===== config.mk =====
export PLATFORM = sky130hd
export DESIGN_NAME = ioctl_region_loader_flat
export DESIGN_NICKNAME = d
export VERILOG_FILES = /design/src/rtl/ioctl_region_loader_if.sv /design/src/rtl/ioctl_region_loader.sv /design/src/flat_wrapper.sv
export SDC_FILE = /design/constraint.sdc
export NUM_CORES = 1
export LEC_CHECK = 0
export CAP_MARGIN = 20
export CORE_ASPECT_RATIO = 1.75
export CORE_MARGIN = 3
export CORE_UTILIZATION = 58
export DETAILED_ROUTE_END_ITERATION = 7
export GPL_TIMING_DRIVEN = 0
export PLACE_DENSITY = 0.87
export SETUP_SLACK_MARGIN = 0.1
export SLEW_MARGIN = 40
export SYNTH_ARGS = -nofsm -noshare
export SYNTH_HDL_FRONTEND = slang
export SYNTH_SLANG_ARGS = --single-unit

===== constraint.sdc =====
create_clock -name clk_sys -period 4.8 [get_ports clk_sys]
set_clock_uncertainty 0.15 [all_clocks]
set_input_delay 0.96 -clock clk_sys [delete_from_list [all_inputs] [get_ports clk_sys]]
set_output_delay 0.96 -clock clk_sys [all_outputs]
set_load 0.02 [all_outputs]

===== src/rtl/ioctl_region_loader_if.sv =====
// Memory-side request bus of the ROM region loader.
//   out_req    toggle; a change means a new request is presented
//   out_ack    toggle; equals out_req once the request is complete
//   out_region target region index
//   out_addr   word address relative to the region base
//   out_data   word data, byte lane k = bits 8k+7:8k
//   out_be     byte enables
// master: the loader (drives the request), slave: the memory controller.
interface ioctl_region_loader_if #(
    parameter int unsigned OUT_AW     = 23,
    parameter int unsigned WORD_BYTES = 2
) ();
    logic                    out_req;
    logic                    out_ack;
    logic [2:0]              out_region;
    logic [OUT_AW-1:0]       out_addr;
    logic [8*WORD_BYTES-1:0] out_data;
    logic [WORD_BYTES-1:0]   out_be;

    modport master (
        output out_req,
        output out_region,
        output out_addr,
        output out_data,
        output out_be,
        input  out_ack
    );

    modport slave (
        input  out_req,
        input  out_region,
        input  out_addr,
        input  out_data,
        input  out_be,
        output out_ack
    );
endinterface


===== src/rtl/ioctl_region_loader.sv =====
// ROM download controller: maps the HPS ioctl byte stream onto NREG address
// regions, packs bytes into WORD_BYTES-wide words with byte enables, queues the
// words and hands them to the memory controller over a toggle req/ack bus.
//   clk_sys, reset_n     clock, asynchronous active-low reset
//   ioctl_download/wr    download active / byte strobe (rising edge = new byte)
//   ioctl_addr/dout      byte address / byte data
//   ioctl_wait           back-pressure to HPS while the queue is nearly full
//   mem                  request bus to the memory controller (master side)
//   rom_loaded           download finished and everything written
//   core_reset           game core reset, released RST_HOLD cycles after load
//   drop_cnt             saturating count of bytes matching no region
//   overflow             sticky: a word was pushed into a full queue
module ioctl_region_loader #(
    parameter int unsigned NREG       = 4,
    parameter int unsigned ADDR_W     = 25,
    parameter int unsigned OUT_AW     = 23,
    parameter int unsigned WORD_BYTES = 2,
    parameter logic [NREG*ADDR_W-1:0] REGION_BASE =
        {25'h0030000, 25'h0020000, 25'h0010000, 25'h0000000},
    parameter logic [NREG*ADDR_W-1:0] REGION_SIZE =
        {25'h0010000, 25'h0010000, 25'h0010000, 25'h0010000},
    parameter int unsigned FIFO_DEPTH = 4,
    parameter int unsigned RST_HOLD   = 65535
) (
    input  logic                  clk_sys,
    input  logic                  reset_n,
    input  logic                  ioctl_download,
    input  logic                  ioctl_wr,
    input  logic [ADDR_W-1:0]     ioctl_addr,
    input  logic [7:0]            ioctl_dout,
    output logic                  ioctl_wait,
    ioctl_region_loader_if.master mem,
    output logic                  rom_loaded,
    output logic                  core_reset,
    output logic [15:0]           drop_cnt,
    output logic                  overflow
);
    localparam int unsigned LB     = $clog2(WORD_BYTES);
    localparam int unsigned LANE_W = (LB == 0) ? 1 : LB;
    localparam int unsigned PW     = $clog2(FIFO_DEPTH);
    localparam int unsigned DW     = 8 * WORD_BYTES;

    // Edge detection
    logic wr_q, dl_q;
    logic accept, acc_hit, acc_miss, dl_rise;

    // Region match
    logic              hit;
    logic [2:0]        hit_region;
    logic [ADDR_W-1:0] hit_off;
    logic [OUT_AW-1:0] hit_word;
    logic [LANE_W-1:0] hit_lane;
    logic [WORD_BYTES-1:0] lane_be;
    logic [DW-1:0]     lane_mask, byte_rep;

    // Pack register
    logic                  pk_valid;
    logic [2:0]            pk_region;
    logic [OUT_AW-1:0]     pk_word;
    logic [DW-1:0]         pk_data;
    logic [WORD_BYTES-1:0] pk_be;
    logic pk_push, pk_start, pk_merge, pk_differs;

    // Queue and handshake
    logic [2:0]            fifo_region [FIFO_DEPTH];
    logic [OUT_AW-1:0]     fifo_word   [FIFO_DEPTH];
    logic [DW-1:0]         fifo_data   [FIFO_DEPTH];
    logic [WORD_BYTES-1:0] fifo_be     [FIFO_DEPTH];
    logic [PW:0]           wr_ptr, rd_ptr, count;
    logic                  fifo_full, fifo_empty;
    logic                  pending, idle, issue, pop, do_push, ovf_event;

    // Load completion
    logic        loading, load_done;
    logic [31:0] rst_cnt;

    assign accept   = ioctl_download && ioctl_wr && !wr_q;
    assign acc_hit  = accept && hit;
    assign acc_miss = accept && !hit;
    assign dl_rise  = ioctl_download && !dl_q;

    // Lowest matching index wins, so scan downwards and let later hits override.
    // Comparing the offset against the size avoids overflow of base+size.
    always_comb begin
        hit        = 1'b0;
        hit_region = 3'd0;
        hit_off    = '0;
        for (int i = int'(NREG) - 1; i >= 0; i--) begin
            if (REGION_SIZE[i*ADDR_W +: ADDR_W] != '0 &&
                ioctl_addr >= REGION_BASE[i*ADDR_W +: ADDR_W] &&
                (ioctl_addr - REGION_BASE[i*ADDR_W +: ADDR_W]) <
                    REGION_SIZE[i*ADDR_W +: ADDR_W]) begin
                hit        = 1'b1;
                hit_region = 3'(i);
                hit_off    = ioctl_addr - REGION_BASE[i*ADDR_W +: ADDR_W];
            end
        end
    end

    assign hit_word = OUT_AW'(hit_off >> LB);
    assign hit_lane = LANE_W'(hit_off & ADDR_W'(WORD_BYTES - 1));

    always_comb begin
        lane_be   = WORD_BYTES'(1) << hit_lane;
        lane_mask = '0;
        for (int k = 0; k < int'(WORD_BYTES); k++) begin
            lane_mask[8*k +: 8] = {8{lane_be[k]}};
        end
    end
    assign byte_rep = {WORD_BYTES{ioctl_dout}};

    // A valid pack leaves when it is complete, when the download is no longer
    // active (partial flush), or when a byte for another word arrives.
    assign pk_differs = (pk_region != hit_region) || (pk_word != hit_word);
    assign pk_push    = pk_valid && ((pk_be == '1) || !ioctl_download ||
                                     (acc_hit && pk_differs));
    assign pk_start   = acc_hit && (!pk_valid || pk_push);
    assign pk_merge   = acc_hit && pk_valid && !pk_push;

    assign count      = wr_ptr - rd_ptr;
    assign fifo_full  = (count == (PW+1)'(FIFO_DEPTH));
    assign fifo_empty = (count == '0);
    assign ioctl_wait = (count >= (PW+1)'(FIFO_DEPTH - 1));

    // The head entry stays queued while in flight; it is popped on completion.
    assign idle      = (mem.out_req == mem.out_ack);
    assign pop       = idle && pending;
    assign issue     = idle && !pending && !fifo_empty;
    assign do_push   = pk_push && (!fifo_full || pop);
    assign ovf_event = pk_push && fifo_full && !pop;

    assign load_done = loading && !ioctl_download && !pk_valid && fifo_empty &&
                       idle && !pending;

    always_ff @(posedge clk_sys) begin
        if (do_push) begin
            fifo_region[wr_ptr[PW-1:0]] <= pk_region;
            fifo_word[wr_ptr[PW-1:0]]   <= pk_word;
            fifo_data[wr_ptr[PW-1:0]]   <= pk_data;
            fifo_be[wr_ptr[PW-1:0]]     <= pk_be;
        end
    end

    always_ff @(posedge clk_sys or negedge reset_n) begin
        if (!reset_n) begin
            wr_q           <= 1'b0;
            dl_q           <= 1'b0;
            pk_valid       <= 1'b0;
            pk_region      <= 3'd0;
            pk_word        <= '0;
            pk_data        <= '0;
            pk_be          <= '0;
            wr_ptr         <= '0;
            rd_ptr         <= '0;
            pending        <= 1'b0;
            mem.out_req    <= 1'b0;
            mem.out_region <= 3'd0;
            mem.out_addr   <= '0;
            mem.out_data   <= '0;
            mem.out_be     <= '0;
            rom_loaded     <= 1'b0;
            core_reset     <= 1'b1;
            loading        <= 1'b0;
            rst_cnt        <= '0;
            drop_cnt       <= 16'd0;
            overflow       <= 1'b0;
        end else begin
            wr_q <= ioctl_wr;
            dl_q <= ioctl_download;

            if (pk_start) begin
                pk_valid  <= 1'b1;
                pk_region <= hit_region;
                pk_word   <= hit_word;
                pk_data   <= byte_rep & lane_mask;
                pk_be     <= lane_be;
            end else if (pk_merge) begin
                pk_data <= (pk_data & ~lane_mask) | (byte_rep & lane_mask);
                pk_be   <= pk_be | lane_be;
            end else if (pk_push) begin
                pk_valid <= 1'b0;
                pk_be    <= '0;
            end

            if (do_push) wr_ptr <= wr_ptr + 1'b1;

            if (pop) begin
                rd_ptr  <= rd_ptr + 1'b1;
                pending <= 1'b0;
            end

            if (issue) begin
                mem.out_region <= fifo_region[rd_ptr[PW-1:0]];
                mem.out_addr   <= fifo_word[rd_ptr[PW-1:0]];
                mem.out_data   <= fifo_data[rd_ptr[PW-1:0]];
                mem.out_be     <= fifo_be[rd_ptr[PW-1:0]];
                mem.out_req    <= ~mem.out_req;
                pending        <= 1'b1;
            end

            // A byte accepted on the start cycle still counts after the clear.
            if (dl_rise) begin
                drop_cnt <= acc_miss ? 16'd1 : 16'd0;
                overflow <= ovf_event;
            end else begin
                if (acc_miss && drop_cnt != 16'hFFFF) drop_cnt <= drop_cnt + 16'd1;
                if (ovf_event) overflow <= 1'b1;
            end

            if (ioctl_download) begin
                core_reset <= 1'b1;
                rst_cnt    <= '0;
                if (!dl_q) begin
                    rom_loaded <= 1'b0;
                    loading    <= 1'b1;
                end
            end else if (load_done) begin
                rom_loaded <= 1'b1;
                loading    <= 1'b0;
                if (RST_HOLD == 0) core_reset <= 1'b0;
                else               rst_cnt    <= RST_HOLD;
            end else if (rom_loaded && core_reset) begin
                // Counts RST_HOLD edges after rom_loaded rose, then releases.
                if (rst_cnt <= 32'd1) begin
                    core_reset <= 1'b0;
                    rst_cnt    <= '0;
                end else begin
                    rst_cnt <= rst_cnt - 32'd1;
                end
            end
        end
    end
endmodule


===== src/flat_wrapper.sv =====
// flat-port wrapper written by rule: the top's interface ports become plain ports
module ioctl_region_loader_flat 
#(
    parameter int unsigned NREG       = 4,
    parameter int unsigned ADDR_W     = 25,
    parameter int unsigned OUT_AW     = 23,
    parameter int unsigned WORD_BYTES = 2,
    parameter logic [NREG*ADDR_W-1:0] REGION_BASE =
        {25'h0030000, 25'h0020000, 25'h0010000, 25'h0000000},
    parameter logic [NREG*ADDR_W-1:0] REGION_SIZE =
        {25'h0010000, 25'h0010000, 25'h0010000, 25'h0010000},
    parameter int unsigned FIFO_DEPTH = 4,
    parameter int unsigned RST_HOLD   = 65535
)
  (clk_sys, reset_n, ioctl_download, ioctl_wr, ioctl_addr, ioctl_dout, ioctl_wait, rom_loaded, core_reset, drop_cnt, overflow, mem_out_req, mem_out_region, mem_out_addr, mem_out_data, mem_out_be, mem_out_ack);
  ioctl_region_loader_if #(.OUT_AW(OUT_AW), .WORD_BYTES(WORD_BYTES)) mem_i ();
  input  logic clk_sys;
  input  logic reset_n;
  input  logic ioctl_download;
  input  logic ioctl_wr;
  input  logic [ADDR_W-1:0] ioctl_addr;
  input  logic [7:0] ioctl_dout;
  output logic ioctl_wait;
  output logic rom_loaded;
  output logic core_reset;
  output logic [15:0] drop_cnt;
  output logic overflow;
  output wire logic [$bits(mem_i.out_req)-1:0] mem_out_req;
  output wire logic [$bits(mem_i.out_region)-1:0] mem_out_region;
  output wire logic [$bits(mem_i.out_addr)-1:0] mem_out_addr;
  output wire logic [$bits(mem_i.out_data)-1:0] mem_out_data;
  output wire logic [$bits(mem_i.out_be)-1:0] mem_out_be;
  input wire logic [$bits(mem_i.out_ack)-1:0] mem_out_ack;
  assign mem_out_req = mem_i.out_req;
  assign mem_out_region = mem_i.out_region;
  assign mem_out_addr = mem_i.out_addr;
  assign mem_out_data = mem_i.out_data;
  assign mem_out_be = mem_i.out_be;
  assign mem_i.out_ack = mem_out_ack;
  ioctl_region_loader #(.NREG(NREG), .ADDR_W(ADDR_W), .OUT_AW(OUT_AW), .WORD_BYTES(WORD_BYTES), .REGION_BASE(REGION_BASE), .REGION_SIZE(REGION_SIZE), .FIFO_DEPTH(FIFO_DEPTH), .RST_HOLD(RST_HOLD)) u_core (.clk_sys(clk_sys), .reset_n(reset_n), .ioctl_download(ioctl_download), .ioctl_wr(ioctl_wr), .ioctl_addr(ioctl_addr), .ioctl_dout(ioctl_dout), .ioctl_wait(ioctl_wait), .mem(mem_i), .rom_loaded(rom_loaded), .core_reset(core_reset), .drop_cnt(drop_cnt), .overflow(overflow));
endmodule

==> metrics <==
routed len/inst=21.7 um; Starting DRT DRC Count=581; global-route wire length before repair=47.4 mm; Post-Syn Nets=977; sequential power share=43.2%; fin crit period=about 4.5 ns; MaxCap Viol Count=0; Place WS=-0.697 ns; Int Pwr=0.00563 W; Clk pwr share=25.8%; P&R area growth vs syn=18.0%; Async S/R FF share, synth=between 40% and 50%; largest area contributor in the netlist=edfxtp_1; Seq cells post-synth=321; crit end category=flip-flop; Post-Route WL=29.9 mm; DP HPWL=19.5 mm; R2R setup slack=0.86 ns; H-tree depth=1; post-synth top area share=roughly two fifths; clock buffer depth=3; main combinational cell family by area after synthesis=multiplexers; Tightest Hold Check Type=primary input to asynchronous set/reset pin; status=finished, final reports clean; detail-routed via count per cell=6.03; hold_buf cts=0; top cells by area, synth=edfxtp_1 (38%), dfrtp_1 (27%), mux4_2 (7.2%); most frequent cells after synthesis=edfxtp_1 (172), dfrtp_1 (148), nand2_1 (81); WS Path Type=primary input to flip-flop; largest net degree at the start of global routing=71; fin. max-slew vios=0; Post-DP Area=15,000 um^2; Gate Count Post-Synth=924; worst-skew pair later-pin latency=0.54 ns; Worst slew margin=a little under half; RSZ-0062 raised after global routing=no; FP Rows=73; post-synth cell types=70; Num CTS Buffers=27; worst setup margin=0.295 ns; R2R depth=13; Die Area=roughly 25,000 um^2; number of global-route vias before repair=8,897; combinational share of power=31.1%; worst hold-check slack=approximately 0.13 ns; NumNets Final=~1,100; routed vias=8,339; Net Sw Frac=slightly above 30%; total core area=22,800 um^2; port bufs=97; Post-synth EDFFs=172; Post-Synthesis Cell Area=13,500 um^2; compound-cell area share of the yosys netlist=under 10%; root buf cell=clkbuf_16; GRT Total Usage=23.9%; layout cells sized above 1=17.7%; Antenna Violating Nets Remaining=0; Avg Cell Area, Syn=14.7 um^2; drc violations=0; die width=121 um; final setup violation count=0; CTS tree=built; count leader, synth=edfxtp_1; Synth warnings=0; Reg-to-Reg End=u_core.rst_cnt[31]; XOR/XNOR Fraction of Synth Area=3.41%; Overflow after GRT=0; Initial Util=59.3%; fmax=222 MHz; post-synthesis adder-cell area fraction=1.44%; CP Launch Type=primary input; CP max FO=21; period utilization=93.8%; NetSw=0.00252 W; Final Wtd Congestion=0.869; Critical Path Source=ioctl_addr[16]; CP arrival=4.55 ns; final hold violations=0; finished layout cell area=around 16,000 um^2; worst-margin pin slew=0.801 ns; Post-Synth Simple-Gate Area=9.31%; DIE HEIGHT=208 um; Layout Cells excl Fill=1,382; diode count=0; total iterations of the first detailed-routing run=5; Critical R2R Launch=u_core.rd_ptr[1]; clock slew at reported path FFs=0.07 ns; Placed Cells=1,325; worst setup path end=u_core.fifo_word[2][17]; Worst Path Required=4.85 ns; proportion of synthesized area in mux cells=about 13%; Seq/Total Area, Yosys=roughly 66%; Lkg Pwr=6.31 nW; cell area power density=between 500 and 600 nW/um^2; Clock Sink Count=321; I/O Pins=between 100 and 150; Main synth FF type=edfxtp_1; worst vdd rail ir drop=0.000390 V; total negative slack=0 ns; Filler Cell Count=approximately 1,500; initial antenna violation count=0
==> stage by stage <==
stage          total power, W  util [%]
2_1_floorplan         0.00516         -
3_3_place_gp          0.00598      65.2
5_1_grt               0.00854      69.9
3_5_place_dp          0.00608      65.8
6_report              0.00815      69.9
4_1_cts               0.00819      69.5
==> sequential cells by signal (all words and copies together), names as in the netlist, 2 cells and up, named ones only <==
register               cells
u_core.pk_region           2
u_core.rst_cnt            32
u_core.mem.out_be          2
u_core.wr_ptr              3
u_core.rd_ptr              3
u_core.mem.out_region      2
u_core.mem.out_data       16
u_core.drop_cnt           16
u_core.mem.out_addr       23
u_core.pk_word            23
u_core.pk_be               2
u_core.fifo_be             8
u_core.fifo_region         8
u_core.fifo_data          64
u_core.fifo_word          92
==> power by group through the flow <==
stage          logic (W)  clock network [W]  registers (W)
3_5_place_dp     0.00252                  0        0.00356
2_1_floorplan    0.00141                  0        0.00375
3_3_place_gp     0.00244                  0        0.00354
4_1_cts          0.00254            0.00213        0.00351
6_report         0.00253            0.00210        0.00352
5_1_grt          0.00274            0.00224        0.00356
==> per-layer routing <==
metal / up-vias / global-route usage [%] / share of wire (%) / wire, um
li1: 3700 / - / - / -
met1: 4191 / 28.8 / 35 / 10500
met2: 364 / 42.1 / 55 / 16300
met3: 84 / 3.62 / 6.5 / 1960
met4: 0 / 10.8 / 4.0 / 1190
met5: - / 0 / 0 / 0
==> repair_timing <==
item                       in CTS  in global routing
setup buffers                   1                  2
pin swaps                       1                  7
gates cloned                    0                  5
resized for setup               4                 12
setup endpoints to repair     166                187
==> worst min-delay path by stage <==
stage / startpoint / to / slack (ns)
floorplan: u_core.rd_ptr[2] / u_core.rd_ptr[2] / 0.30
global placement: u_core.rd_ptr[2] / u_core.rd_ptr[2] / 0.31
detailed placement: u_core.rd_ptr[2] / u_core.rd_ptr[2] / 0.33
CTS: reset_n / u_core.mem.out_data[5] / 0.11
global route: reset_n / u_core.mem.out_data[5] / 0.12
finish: reset_n / u_core.mem.out_data[5] / 0.13
==> layout by cell type (no fill, tap or decap), types with 4 or more instances in the layout <==
cell / n
nand2_1: 81
and3_1: 6
nor2b_1: 6
mux2i_1: 5
dfrtp_1: 148
xnor2_1: 24
clkbuf_16: 27
inv_1: 25
and2_4: 7
xor2_1: 26
a21o_1: 7
mux4_2: 43
o21ai_0: 40
nor3_1: 23
clkbuf_1: 28
nor2_1: 52
clkbuf_8: 4
or3_1: 6
clkdlybuf4s50_1: 95
buf_16: 4
and2_1: 14
o211ai_1: 6
nand2b_1: 10
clkinv_2: 4
nor4_1: 10
buf_4: 6
o311ai_0: 5
nand3_1: 15
clkbuf_2: 6
nand4_1: 7
a21oi_1: 16
ha_1: 14
edfxtp_1: 172
mux2_2: 58
==> cell type report <==
class | count | area (um^2) | share of cell area [%]
flip-flops and latches | 321 | 8890 | 55.7
clock inverters | 11 | 83.8 | 0.525
plain buffers | 37 | 171 | 1.07
well taps | 300 | 375 | 2.35
inverters | 26 | 101 | 0.635
multi-input cells | 545 | 4480 | 28.1
clock buffers | 38 | 757 | 4.74
repair buffers | 104 | 1100 | 6.91
==> cell families after synthesis <==
family,Yosys count
other cells,1
fa+ha+maj,15
mux,109
xor+xnor,51
flops,321
buf+inv,63
simple gates,252
compound gates,112
==> critical path, cell delays in order <==
cell             delay (ns)
clkdlybuf4s50_1        0.49
clkbuf_4               0.20
inv_1                  0.10
ha_1                   0.30
nand2_1                0.09
a2111oi_4              0.34
o2111ai_2              0.16
o31a_1                 0.37
and2_1                 0.22
mux2i_1                0.20
a21o_1                 0.27
a21oi_4                0.35
and2_4                 0.48
(Power assumes the default switching activity.)
==> patch, RTL diff (same flow settings) <==
`FIFO_DEPTH` is set to 4 in 2 places; all go to 16.
--- a/src/rtl/ioctl_region_loader.sv
+++ b/src/rtl/ioctl_region_loader.sv
@@ -19,7 +19,7 @@
         {25'h0030000, 25'h0020000, 25'h0010000, 25'h0000000},
     parameter logic [NREG*ADDR_W-1:0] REGION_SIZE =
         {25'h0010000, 25'h0010000, 25'h0010000, 25'h0010000},
-    parameter int unsigned FIFO_DEPTH = 4,
+    parameter int unsigned FIFO_DEPTH = 16,
     parameter int unsigned RST_HOLD   = 65535
 ) (
     input  logic                  clk_sys,
--- a/src/flat_wrapper.sv
+++ b/src/flat_wrapper.sv
@@ -9,7 +9,7 @@
         {25'h0030000, 25'h0020000, 25'h0010000, 25'h0000000},
     parameter logic [NREG*ADDR_W-1:0] REGION_SIZE =
         {25'h0010000, 25'h0010000, 25'h0010000, 25'h0010000},
-    parameter int unsigned FIFO_DEPTH = 4,
+    parameter int unsigned FIFO_DEPTH = 16,
     parameter int unsigned RST_HOLD   = 65535
 )
   (clk_sys, reset_n, ioctl_download, ioctl_wr, ioctl_addr, ioctl_dout, ioctl_wait, rom_loaded, core_reset, drop_cnt, overflow, mem_out_req, mem_out_region, mem_out_addr, mem_out_data, mem_out_be, mem_out_ack);
Behaviour: same outputs for any inputs over 4 cycles, from zero or initial values and one cycle with reset_n low; that may be too few to reach the edited logic, so the function may still have changed.
==> patch against the unedited design <==
  * Non-clock buffer count grew 58
  * Worst setup slack got worse by 0.12 ns
  * Clock power increased to 2.9 times the old value
  * Sequential cell count up 520
  * Wire length grew to 3.0 times the old value
  * Sequential power increased by 140%
  * Die area grew 140%
  * Utilization fell by 2.0 points
  * Power increased by 150%
  * Sequential share of layout area up 7.9 points
  * Design area increased by 140%
  * Register-to-register slack worse by 0.55 ns
  * Synthesized area grew 150%
  * Largest power group unchanged
==> patch: results (changes against the unedited design) <==
[status]
status=finished, final reports clean

[place]
placed_cell_area_um2=35800  ; +140%
place.gp.congestion=0.829  ; -4.6%
dp_slack_ns=-1.27  ; -0.573 ns

[route]
vias=19200  ; +130%
drt_iter0_drc=3032  ; +420%

[pwr]
p_comb_share_pct=28.1  ; -3.0 points
p_leak_nw=14.1  ; +120%
p_clk_share_pct=30.1  ; +4.3 points

[layout]
largest_reg_flops=368  ; +300%
n_all_buffers=199  ; +41%
multi_input_area_share_pct=22.7  ; -5.4 points
buf_share_pct=4.50  ; -3.5 points
nNonClkInverters=29  ; +12%
nMultiInputCombCells=778  ; +43%
area_delta_synth_final_pct=15.0
clockBufferCount=94  ; +150%
clk_share_pct=6.41  ; +1.1 points

[synthesis]
synth_xor_area_share_pct=1.04  ; -2.4 points
synth-compound-area-share_pct=2.73  ; -2.8 points
yosysSeqAreaShare_pct=73.1  ; +7.4 points
synth_area_leaders=edfxtp_1 62%, mux4_2 15%, dfrtp_1 11%, mux2_2 2.0%, nand2_1 1.1%
syn_inst=1715  ; +86%
synth_cell_types=79  ; +13%
synthTopCellsByCount=688 x edfxtp_1, 216 x mux4_2, 152 x dfrtp_1

[setup_path]
crit_path_max_fanout=10  ; -52%
crit_path_max_incr_delay_ns=0.44  ; -0.05 ns
crit_slowest_cell=dfrtp_1
crit_start=u_core.rd_ptr[1]
cp_top_family=buffers and inverters
worst_ep_arrival_time_ns=3.51  ; -1.04 ns

[clock_tree]
htreeDepth=3  ; +2
clock_latency_ns=0.63  ; +0.09 ns

[timing]
worst_slew_pin_slew_ns=0.913  ; +0.111 ns

[global_routing]
grt_max_degree=65  ; -8.5%

-- patch: cell types whose count changed after synthesis, moves of 8 or more --
cell,delta
nand2_1,+16
edfxtp_1,+516
and3_1,+14
mux4_2,+173
nor2_1,+8
nor3_1,-9
buf_1,+14
nand3_1,+10
xor2_1,-8
clkbuf_1,+21
-- patch: path summary, 6_finish.rpt --
| path | to | slack (ns) | cells after the start |
|---|---|---|---|
| min in group clk_sys | u_core.loading | 0.34 | 1 |
| max in group asynchronous | u_core.mem.out_data[2] | 3.42 | 3 |
| setup reg to reg | u_core.mem.out_addr[4] | 0.31 | 12 |
| hold / removal | u_core.rst_cnt[23] | 0.04 | 1 |
| setup / recovery | ioctl_wait | 0.18 | 10 |
| hold reg to reg | u_core.loading | 0.34 | 1 |
-- patch: metal layers --
layer	share of wire [%]	vias up	global-route usage, %	wire (um)
met5	0.0099	-	0	9
met4	5.7	2	17.3	5210
met3	11	370	7.01	9820
met2	51	1708	51.3	46600
met1	32	9717	36.8	29300
li1	-	7380	-	-
